<file path="src/rtl/stopwatch_pkg.sv">
// stopwatch_pkg
// Shared types and constants for the BCD stopwatch.
//   state_e   : run-control FSM states (IDLE, RUN, PAUSE)
//   MAX_UNITS : highest value of a decimal digit (9)
//   MAX_TENS  : highest value of the seconds-tens digit (5)
package stopwatch_pkg;

   typedef enum logic [1:0] {
      IDLE  = 2'd0,
      RUN   = 2'd1,
      PAUSE = 2'd2
   } state_e;

   localparam logic [3:0] MAX_UNITS = 4'd9;
   localparam logic [3:0] MAX_TENS  = 4'd5;

endpackage

</file>
<file path="src/rtl/bcd_digit.sv">
// bcd_digit
// One BCD counter digit that counts 0..MAX and wraps to 0.
// Ports:
//   clk   : rising-edge clock
//   rst_n : asynchronous active-low reset, q -> 0
//   clr   : synchronous clear, q -> 0, wins over inc
//   inc   : advance by one on this edge
//   q     : current digit value, always 0..MAX
//   carry : combinational, high when inc is applied to a digit at MAX,
//           i.e. this edge wraps the digit and must advance the next one
module bcd_digit
   import stopwatch_pkg::*;
#(
   parameter logic [3:0] MAX = MAX_UNITS
) (
   input  logic       clk,
   input  logic       rst_n,
   input  logic       clr,
   input  logic       inc,
   output logic [3:0] q,
   output logic       carry
);

   always_ff @(posedge clk or negedge rst_n) begin
      if (!rst_n) begin
         q <= 4'd0;
      end else if (clr) begin
         q <= 4'd0;
      end else if (inc) begin
         // >= rather than == so that q can never leave 0..MAX
         q <= (q >= MAX) ? 4'd0 : q + 4'd1;
      end
   end

   always_comb begin
      carry = inc && (q == MAX);
   end

endmodule

</file>
<file path="src/rtl/bcd_stopwatch.sv">
// bcd_stopwatch
// MM.hh-style stopwatch (seconds 00..59, hundredths 00..99) in BCD.
// Ports:
//   clk        : rising-edge system clock
//   rst_n      : asynchronous active-low reset
//   start_stop : debounced run/pause request, acts on its rising edge
//   clear      : level clear to IDLE / 00.00, highest priority
//   digit0..3  : hundredths, tenths, seconds units, seconds tens (BCD)
//   running    : high while the FSM is in RUN
//   wrap       : one-cycle pulse, high in the cycle the count shows 00.00
//                after rolling over from 59.99
// Parameters:
//   CLK_HZ / TICK_HZ set the prescaler length DIV (must be >= 2).
module bcd_stopwatch
   import stopwatch_pkg::*;
#(
   parameter int CLK_HZ  = 50_000_000,
   parameter int TICK_HZ = 100
) (
   input  logic       clk,
   input  logic       rst_n,
   input  logic       start_stop,
   input  logic       clear,
   output logic [3:0] digit0,
   output logic [3:0] digit1,
   output logic [3:0] digit2,
   output logic [3:0] digit3,
   output logic       running,
   output logic       wrap
);

   localparam int DIV = CLK_HZ / TICK_HZ;
   localparam int PW  = (DIV > 2) ? $clog2(DIV) : 1;
   localparam logic [PW-1:0] PRESC_LAST = PW'(DIV - 1);

   if (DIV < 2) begin : g_div_check
      $error("bcd_stopwatch: CLK_HZ/TICK_HZ must be at least 2");
   end

   state_e        state;
   state_e        state_nxt;
   logic          ss_q;
   logic          ss_edge;
   logic [PW-1:0] presc;
   logic          tick;
   logic          c0, c1, c2, c3;

   // Rising edge of start_stop; holding it high produces a single edge.
   always_comb begin
      ss_edge = start_stop && !ss_q;
   end

   always_ff @(posedge clk or negedge rst_n) begin
      if (!rst_n) begin
         ss_q <= 1'b0;
      end else begin
         ss_q <= start_stop;
      end
   end

   // ---------------- run-control FSM ----------------
   always_ff @(posedge clk or negedge rst_n) begin
      if (!rst_n) begin
         state <= IDLE;
      end else begin
         state <= state_nxt;
      end
   end

   always_comb begin
      state_nxt = state;
      if (clear) begin
         state_nxt = IDLE;
      end else if (ss_edge) begin
         case (state)
            IDLE:    state_nxt = RUN;
            RUN:     state_nxt = PAUSE;
            PAUSE:   state_nxt = RUN;
            default: state_nxt = IDLE;
         endcase
      end
   end

   always_comb begin
      running = (state == RUN);
   end

   // ---------------- prescaler ----------------
   // Tick is judged on the current state, so a tick coinciding with a
   // RUN->PAUSE edge is still consumed before the pause takes effect.
   always_comb begin
      tick = (state == RUN) && (presc == PRESC_LAST) && !clear;
   end

   // Held (not reset) in PAUSE so a resumed run finishes the partial tick.
   always_ff @(posedge clk or negedge rst_n) begin
      if (!rst_n) begin
         presc <= '0;
      end else if (clear) begin
         presc <= '0;
      end else begin
         case (state)
            RUN:     presc <= tick ? '0 : presc + 1'b1;
            PAUSE:   presc <= presc;
            default: presc <= '0;
         endcase
      end
   end

   // ---------------- BCD digit chain ----------------
   // Each digit's carry advances the next; the tens digit wraps 5->0 on
   // its own, so rollover to 00.00 needs no extra clear.
   bcd_digit #(.MAX(MAX_UNITS)) u_d0 (
      .clk(clk), .rst_n(rst_n), .clr(clear), .inc(tick), .q(digit0), .carry(c0)
   );
   bcd_digit #(.MAX(MAX_UNITS)) u_d1 (
      .clk(clk), .rst_n(rst_n), .clr(clear), .inc(c0), .q(digit1), .carry(c1)
   );
   bcd_digit #(.MAX(MAX_UNITS)) u_d2 (
      .clk(clk), .rst_n(rst_n), .clr(clear), .inc(c1), .q(digit2), .carry(c2)
   );
   bcd_digit #(.MAX(MAX_TENS)) u_d3 (
      .clk(clk), .rst_n(rst_n), .clr(clear), .inc(c2), .q(digit3), .carry(c3)
   );

   // Registered so the pulse lines up with the cycle showing 00.00.
   always_ff @(posedge clk or negedge rst_n) begin
      if (!rst_n) begin
         wrap <= 1'b0;
      end else begin
         wrap <= c3 && !clear;
      end
   end

endmodule

</file>
<file path="config.mk">
export PLATFORM = sky130hd
export DESIGN_NAME = bcd_stopwatch
export DESIGN_NICKNAME = d
export VERILOG_FILES = /design/src/rtl/stopwatch_pkg.sv /design/src/rtl/bcd_digit.sv /design/src/rtl/bcd_stopwatch.sv
export SDC_FILE = /design/constraint.sdc
export NUM_CORES = 1
export LEC_CHECK = 0
export BUFFER_PORTS_ARGS = -buffer_cell sky130_fd_sc_hd__buf_2
export CAP_MARGIN = 15
export CORE_MARGIN = 1.5
export CORE_UTILIZATION = 59
export DETAILED_ROUTE_END_ITERATION = 8
export PLACE_DENSITY = 0.8
export SLEW_MARGIN = 0
export SYNTH_ARGS = -nofsm -noshare
export SYNTH_HDL_FRONTEND = slang
export SYNTH_SLANG_ARGS = --single-unit
</file>
<file path="constraint.sdc">
create_clock -name clk -period 3 [get_ports clk]
set_input_delay 0.3 -clock clk [delete_from_list [all_inputs] [get_ports clk]]
set_output_delay 0.3 -clock clk [all_outputs]
set_load 0.05 [all_outputs]
</file>
==> results of run 1 <==
-- per-layer routing --
| metal | wire (um) | GRT usage | up-vias |
|---|---|---|---|
| li1 | - | - | 893 |
| met1 | 2009 | 0.3299 | 881 |
| met2 | 2058 | 0.3763 | 52 |
| met3 | 220 | 0.05556 | 7 |
| met4 | 53 | 0.06649 | 0 |
| met5 | 0 | 0 | - |
-- power by group through the flow --
stage | sequential, uW | clock, uW | combinational (uW)
floorplan | 541 | 0 | 23.2
global placement | 541 | 0 | 41.9
detailed placement | 542 | 0 | 41.7
CTS | 531 | 349 | 41.8
global route | 532 | 369 | 46.3
finish | 531 | 340 | 40.5
-- cell usage after synthesis (all sizes together) (4+ instances only) --
master / instances / area, um2
a21oi: 10 / 50.05
and3: 4 / 25.02
inv: 12 / 45.04
nor2: 26 / 97.59
nor2b: 8 / 50.05
nor3: 5 / 25.02
or3: 6 / 37.54
nand2: 18 / 67.56
o21ai: 13 / 65.06
dfrtp: 39 / 975.9
xnor2: 6 / 52.55
nand3b: 7 / 56.30
nand3: 10 / 50.05
ha: 13 / 162.7
nand4: 9 / 56.30
xor2: 9 / 78.83
-- logic make-up after synthesis --
group,after synthesis,share of synthesized area
buffers and inverters,15,0.02560
muxes,1,0.004452
xor gates and xnor gates,15,0.05843
and+or+nand+nor,118,0.3049
adders and majority gates,13,0.07234
AOI/OAI and AO/OA,36,0.1002
DFF,39,0.4341
-- final cells by class --
| type | instances | area (um2) |
|---|---|---|
| Multi-Input combinational cell | 183 | 1215 |
| Fill cell | 300 | 1161 |
| Sequential cell | 39 | 975.9 |
| Timing Repair Buffer | 23 | 120.1 |
| Clock buffer | 5 | 68.82 |
| Tap cell | 48 | 60.06 |
| Inverter | 12 | 45.04 |
| Clock inverter | 3 | 15.01 |
-- final timing paths --
check                      startpoint        end  slack [ns]  cells past startpoint
hold reg to reg             u_d3.q[3]       wrap        0.50                      1
min in group clk           start_stop       ss_q        0.12                      1
setup reg to reg            presc[14]   presc[2]        0.53                      5
max in group asynchronous       rst_n  presc[15]        2.36                      1
hold / removal                  rst_n   presc[5]         0.1                      1
setup / recovery            presc[14]   presc[2]        0.53                      5
-- per-stage QoR --
step                power, uW  utilization  hold WS [ns]
floorplan               564.2            -      0.004409
finish                  912.3       0.6828       0.09996
global route            946.9       0.6828        0.1176
detailed placement      583.3       0.6599        0.4205
CTS                     921.7       0.6828        0.1132
global placement        583.3       0.6599        0.4203
-- state kept, by name (all words and copies together) (netlist names) --
| name | cells |
|---|---|
| presc | 19 |
| u_d0.q | 4 |
| u_d1.q | 4 |
| u_d2.q | 4 |
| u_d3.q | 4 |
| state | 2 |
| ss_q | 1 |
| wrap | 1 |
==> reports/qor.csv, run 1 <==
stage;metric;value;unit
route;routedWlPerCell;13.87;um
timing;slew_violations;0;
setup_path;critPathSlowestCell;or4b_2;
hold_path;worst_hold_path_type;in -> async;
pwr;swShare;0.2348;
setup_path;crit_buf_inv;0;
pwr;power_frac_clock;0.373;
route;drc;0;
synthesis;ys.flop_type;dfrtp_1;
setup_path;critPathLaunchType;flip-flop;
timing;timing.final.ws_setup;0.5275;ns
cells_and_area;layout_common_cells;39 x dfrtp_1, 26 x nor2_1, 21 x buf_2;
floorplanning;die_area;4190;um2
global_routing;grt_antenna_before_repair;0;
clock_network;cts_inserted_buffers;5;
timing;rsz0062_at_grt;false;
setup_path;critical-path-top-delay-family;simple AND/OR/NAND/NOR gates;
pwr;power.internal;698.0;uW
route;routed_wl;4342;um
timing;setup_viol;0;
global_routing;overflow;0;
setup_path;critPathKind;reg -> reg;
synthesis;syn_nets;254;
setup_path;crit_chain;or4b_2 > or2_2 > o31ai_1 > o21ai_0 > a21o_1;
timing;finClkSkew;0.007656;ns
synthesis;synth_edf_count;0;
placed_design;placed_area;2416;um2
clock_network;htreeDepth;2;
floorplanning;io_pins;22;
pwr;switchingPower;214.2;uW
clock_network;cts_root_buf;clkbuf_8;
timing;finalCritPeriodShare;0.8242;
floorplanning;die_h;64.73;um
synthesis;ys_warn_count;0;
cells_and_area;syn2layout_area_growth;11.19;%
global_routing;grt_pass1_wl;7769;um
floorplanning;coreArea;3661;um2
timing;fin_tns_setup;0;ns
synthesis;yosysSeqAreaShare;0.4341;
placed_design;io_buffers;21;
synthesis;ys_types;43;
timing;max_slew.worst_pin.slew;0.8350;ns
global_routing;grt_pass1_vias;1688;
timing;max_clock_freq;404.5;MHz
setup_path;worstPathMaxFanout;5;
synthesis;synthCells;237;
clock_network;clock-sinks;39;
cells_and_area;fin_area;2500;um2
cells_and_area;layout-drive-gt1-share;0.1623;
placed_design;dp_hpwl;3148;um
synthesis;async_reset_ff_frac;1.000;
pwr;peakVddDrop;278.2;uV
synthesis;ys_ff_latch;39;
clock_network;clkLatencyLatePin;0.29;ns
cells_and_area;antenna_cells;0;
cells_and_area;final_cells;313;
clock_network;cts_tree;yes;
clock_network;cts_setup_buffers;0;
synthesis;synthesis.area;2248;um2
timing;relSlewSlack;0.4433;
route;first_pass_iters;4;
floorplanning;die_w;64.73;um
setup_path;worstPathRequired;3.18;ns
cells_and_area;final_common_cell;dfrtp_1;
synthesis;syn_avg_cell_area;9.487;um2
clock_network;clk_pin_slew;0.08;ns
clock_network;cts_buffer_depth;2;
setup_path;cp_slowest_stage_delay;0.72;ns
timing;period_needed;2.472;ns
clock_network;cts_hold_buf;0;
job;maxCapViolations;0;
placed_design;dp.cells;305;
pwr;p_comb_frac;0.044;
global_routing;grt_max_degree;40;
placed_design;gp_congestion;0.8094;
floorplanning;initial_utilization;0.6141;
status;run_status;finished clean;
route;via_count;1833;
setup_path;crit_path_end_kind;flip-flop;
cells_and_area;nets;281;
route;ant_nets;0;
floorplanning;rows;22;
global_routing;grtUsageTotal;0.2381;
clock_network;post_cts.resized_instances;0;
route;drtIter0Drc;124;
pwr;p_per_area;364.9;nW/um2
pwr;power_frac_seq;0.582;
placed_design;place_ws;0.6075;ns
setup_path;crit_arrival;2.65;ns
pwr;p_leak;0.001114;uW
timing;finalHoldViolations;0;
route;vias_per_cell;5.856;
(Power assumes the default switching activity.)
==> run 2: changes to the inputs <==
--- a/config.mk
+++ b/config.mk
@@ -5,12 +5,13 @@
 export SDC_FILE = /design/constraint.sdc
 export NUM_CORES = 1
 export LEC_CHECK = 0
+export ABC_AREA = 1
 export BUFFER_PORTS_ARGS = -buffer_cell sky130_fd_sc_hd__buf_2
 export CAP_MARGIN = 15
 export CORE_MARGIN = 1.5
 export CORE_UTILIZATION = 59
 export DETAILED_ROUTE_END_ITERATION = 8
-export PLACE_DENSITY = 0.8
+export PLACE_DENSITY = 0.79
 export SLEW_MARGIN = 0
 export SYNTH_ARGS = -nofsm -noshare
 export SYNTH_HDL_FRONTEND = slang
==> constraint.sdc (replaced) <==
create_clock -name clk -period 2.5 [get_ports clk]
set_input_delay 0.25 -clock clk [delete_from_list [all_inputs] [get_ports clk]]
set_output_delay 0.25 -clock clk [all_outputs]
set_load 0.05 [all_outputs]
==> reports/qor.csv, run 2 <==
stage;metric;value;unit;change
status;run_status;finished clean;;unchanged
pwr;p_leak;0.001312;uW;was 0.001114 uW
clock_network;htreeDepth;2;;unchanged
global_routing;grt_pass1_wl;8535;um;was 7769 um
cells_and_area;nets;368;;was 281
synthesis;syn_nets;340;;was 254
timing;hold_ws;0.06108;ns;was 0.09996 ns
floorplanning;initial_utilization;0.6178;;was 0.6141
timing;setup_viol;0;;unchanged
synthesis;synth_top_area_share;0.3949;;was 0.4341
synthesis;yosysTopAreaCell;dfrtp_1;;unchanged
floorplanning;coreArea;4000;um2;was 3661 um2
floorplanning;die_area;4585;um2;was 4190 um2
placed_design;dp_hpwl;3792;um;was 3148 um
cells_and_area;syn2layout_area_growth;10.33;%;was 11.19%
synthesis;yosysSeqAreaShare;0.3949;;was 0.4341
route;via_count;2139;;was 1,833
synthesis;syn_avg_cell_area;7.651;um2;was 9.487 um2
clock_network;cts_buffer_depth;2;;unchanged
synthesis;async_reset_ff_frac;1.000;;unchanged
route;routedWlPerCell;12.49;um;was 13.87 um
setup_path;crit_arrival;1.95;ns;was 2.65 ns
placed_design;io_buffers;21;;unchanged
global_routing;grtUsageTotal;0.2472;;was 0.2381
setup_path;r2r_start;presc[0];;was presc[14]
global_routing;grt_antenna_before_repair;0;;unchanged
placed_design;place_ws;0.7308;ns;was 0.6075 ns
cells_and_area;layout-drive-gt1-share;0.1534;;was 0.1623
global_routing;grt_max_degree;40;;unchanged
pwr;p_per_area;416.7;nW/um2;was 364.9 nW/um2
clock_network;clk_pin_slew;0.08;ns;about the same
synthesis;ys_types;31;;was 43
global_routing;grt_pass1_vias;1962;;was 1,688
route;drtIter0Drc;105;;was 124
clock_network;cts_hold_buf;0;;unchanged
synthesis;synthesis.area;2471;um2;was 2248 um2
hold_path;worst_hold_path_type;in -> async;;unchanged
setup_path;reg2reg_slack;0.74;ns;was 0.53 ns
timing;rsz0062_at_grt;false;;unchanged
timing;slew_violations;0;;unchanged
clock_network;post_cts.resized_instances;0;;unchanged
synthesis;synthMostInstantiatedCell;nand2_1;;was dfrtp_1
floorplanning;die_h;67.72;um;was 64.73 um
setup_path;critPathKind;reg -> reg;;unchanged
synthesis;synthCells;323;;was 237
setup_path;crit_chain;ha_1 > nand3_1 > inv_1 > nand3_2 > nor3_4 > nand4_2 > nand3_1 > nand2_1;;was or4b_2 > or2_2 > o31ai_1 > o21ai_0 > a21o_1
setup_path;crit_path_end_kind;flip-flop;;unchanged
setup_path;cp_common_cell;nand3_1;;
job;maxCapViolations;0;;unchanged
floorplanning;io_pins;22;;unchanged
timing;max_slew.worst_pin.slew;0.8512;ns;was 0.8350 ns
cells_and_area;final_common_cell;nand2_1;;was dfrtp_1
floorplanning;rows;23;;was 22
timing;finalCritPeriodShare;0.7053;;was 0.8242
cells_and_area;largest_reg_flops;19;;unchanged
setup_path;critPathLaunchType;flip-flop;;unchanged
cells_and_area;utilization;0.6816;;was 0.6828
clock_network;clock-sinks;39;;unchanged
clock_network;cts_root_buf;clkbuf_8;;unchanged
route;drc;0;;unchanged
setup_path;path_depth;8;;was 5
setup_path;worstPathRequired;2.69;ns;was 3.18 ns
synthesis;ys_warn_count;0;;unchanged
clock_network;cts_setup_buffers;0;;unchanged
synthesis;ys_ff_latch;39;;unchanged
cells_and_area;antenna_cells;0;;unchanged
timing;fin_tns_setup;0;ns;unchanged
clock_network;cts_tree;yes;;unchanged
setup_path;cp_slowest_stage_delay;0.39;ns;was 0.72 ns
cells_and_area;layout_common_cells;70 x nand2_1, 49 x inv_1, 39 x dfrtp_1;;was 39 x dfrtp_1, 26 x nor2_1, 21 x buf_2
setup_path;worstPathMaxFanout;5;;unchanged
clock_network;clkLatencyLatePin;0.29;ns;about the same
synthesis;synth_edf_count;0;;unchanged
synthesis;ys.flop_type;dfrtp_1;;unchanged
global_routing;overflow;0;;unchanged
route;vias_per_cell;5.321;;was 5.856
timing;relSlewSlack;0.4325;;was 0.4433
synthesis;synth_area_leaders;dfrtp_1 39%, nand2_1 11%, inv_1 7.4%;;was dfrtp_1 43%, ha_1 7.2%, nor2_1 4.3%
setup_path;startpoint;presc[0];;was presc[14]
cells_and_area;multiInputGateArea;1300;um2;was 1215 um2
placed_design;gp_congestion;0.8237;;was 0.8094
clock_network;cts_inserted_buffers;5;;unchanged
timing;finalHoldViolations;0;;unchanged
synthesis;synthTopCellsByCount;70 x nand2_1, 49 x inv_1, 39 x dfrtp_1, 34 x nor2_1, 27 x nand3_1;;was 39 x dfrtp_1, 26 x nor2_1, 18 x nand2_1, 13 x ha_1, 13 x o21ai_0
setup_path;critical-path-top-delay-family;simple AND/OR/NAND/NOR gates;;unchanged
timing;finClkSkew;0.004010;ns;was 0.007656 ns
setup_path;worst-r2r-cell-count;8;;was 5
route;routed_wl;5022;um;was 4342 um
route;ant_nets;0;;unchanged
timing;timing.final.ws_setup;0.7368;ns;was 0.5275 ns
cells_and_area;nFillCells;344;;was 300
pwr;peakVddDrop;375.2;uV;was 278.2 uV
timing;max_clock_freq;567.1;MHz;was 404.5 MHz
setup_path;critPathSlowestCell;dfrtp_1;;was or4b_2
setup_path;crit_buf_inv;1;;was 0
floorplanning;die_w;67.72;um;was 64.73 um
setup_path;r2r-end;u_d3.q[1];;was presc[2]
timing;period_needed;1.763;ns;was 2.472 ns
cells_and_area;largest_register;presc;;unchanged
cells_and_area;regArea;975.9;um2;unchanged
route;first_pass_iters;5;;was 4
run 2: cell count changes in the layout (fill, tap and decap cells not counted), sizes merged, moves of 5 or more:
cell    previous run  this run
inv               12        50
or3                6         0
xor2               9         4
nor2              26        43
nand3b             7         1
nand2             18        75
nor3               5        12
nor2b              8         0
o21ai             13        22
nand3             10        29
run 2: metal layers:
metal,routed length [um],track usage,vias up
li1,-,-,1091
met1,2331,0.3091,992
met2,2441,0.4130,50
met3,183,0.05667,6
met4,65,0.09439,0
met5,0,0,-
run 2: layout make-up:
class | instances | share of cell area
Clock buffer | 5 | 0.02524
Clock inverter | 3 | 0.005507
Inverter | 51 | 0.07022
Multi-Input combinational cell | 232 | 0.4768
Sequential cell | 39 | 0.3580
Tap cell | 50 | 0.02295
Timing Repair Buffer | 22 | 0.04130
run 2: worst reg2reg max path, cell delays in order (launching register included):
cell     delay [ns]
dfrtp_1        0.39
ha_1           0.25
nand3_1        0.09
inv_1          0.12
nand3_2        0.14
nor3_4         0.27
nand4_2        0.21
nand3_1        0.12
nand2_1        0.06
run 2: power breakdown:
part           leakage, uW  total [uW]  switching, uW  internal [uW]
clock            0.0000477         413            222            191
sequential        0.000540         642           5.26            637
combinational     0.000724        81.2           63.4           17.8
run 2: worst max-delay path by stage:
| stage | end | slack, ns |
|---|---|---|
| 4_1_cts | u_d3.q[1] | 0.72 |
| 5_1_grt | u_d3.q[0] | 0.55 |
| 3_3_place_gp | u_d3.q[0] | 0.80 |
| 6_report | u_d3.q[1] | 0.74 |
| 3_5_place_dp | u_d3.q[1] | 0.73 |
| 2_1_floorplan | u_d2.q[1] | 0.81 |
run 2: per-stage QoR:
step	power, uW	instances	cell area (um2)
2_1_floorplan	705.9	323	2471
3_3_place_gp	735.9	394	2643
3_5_place_dp	736.5	394	2643
4_1_cts	1146	402	2726
5_1_grt	1184	402	2726
6_report	1136	402	2726
run 2: cells by family (layout without fill, tap and decap cells):
group,Yosys count,count (layout),share of synthesized area
xor+xnor,8,8,0.02835
fa+ha+maj,13,13,0.06582
buf+inv,52,81,0.07898
flops,39,39,0.3949
compound gates,34,34,0.07089
simple gates,177,177,0.3610
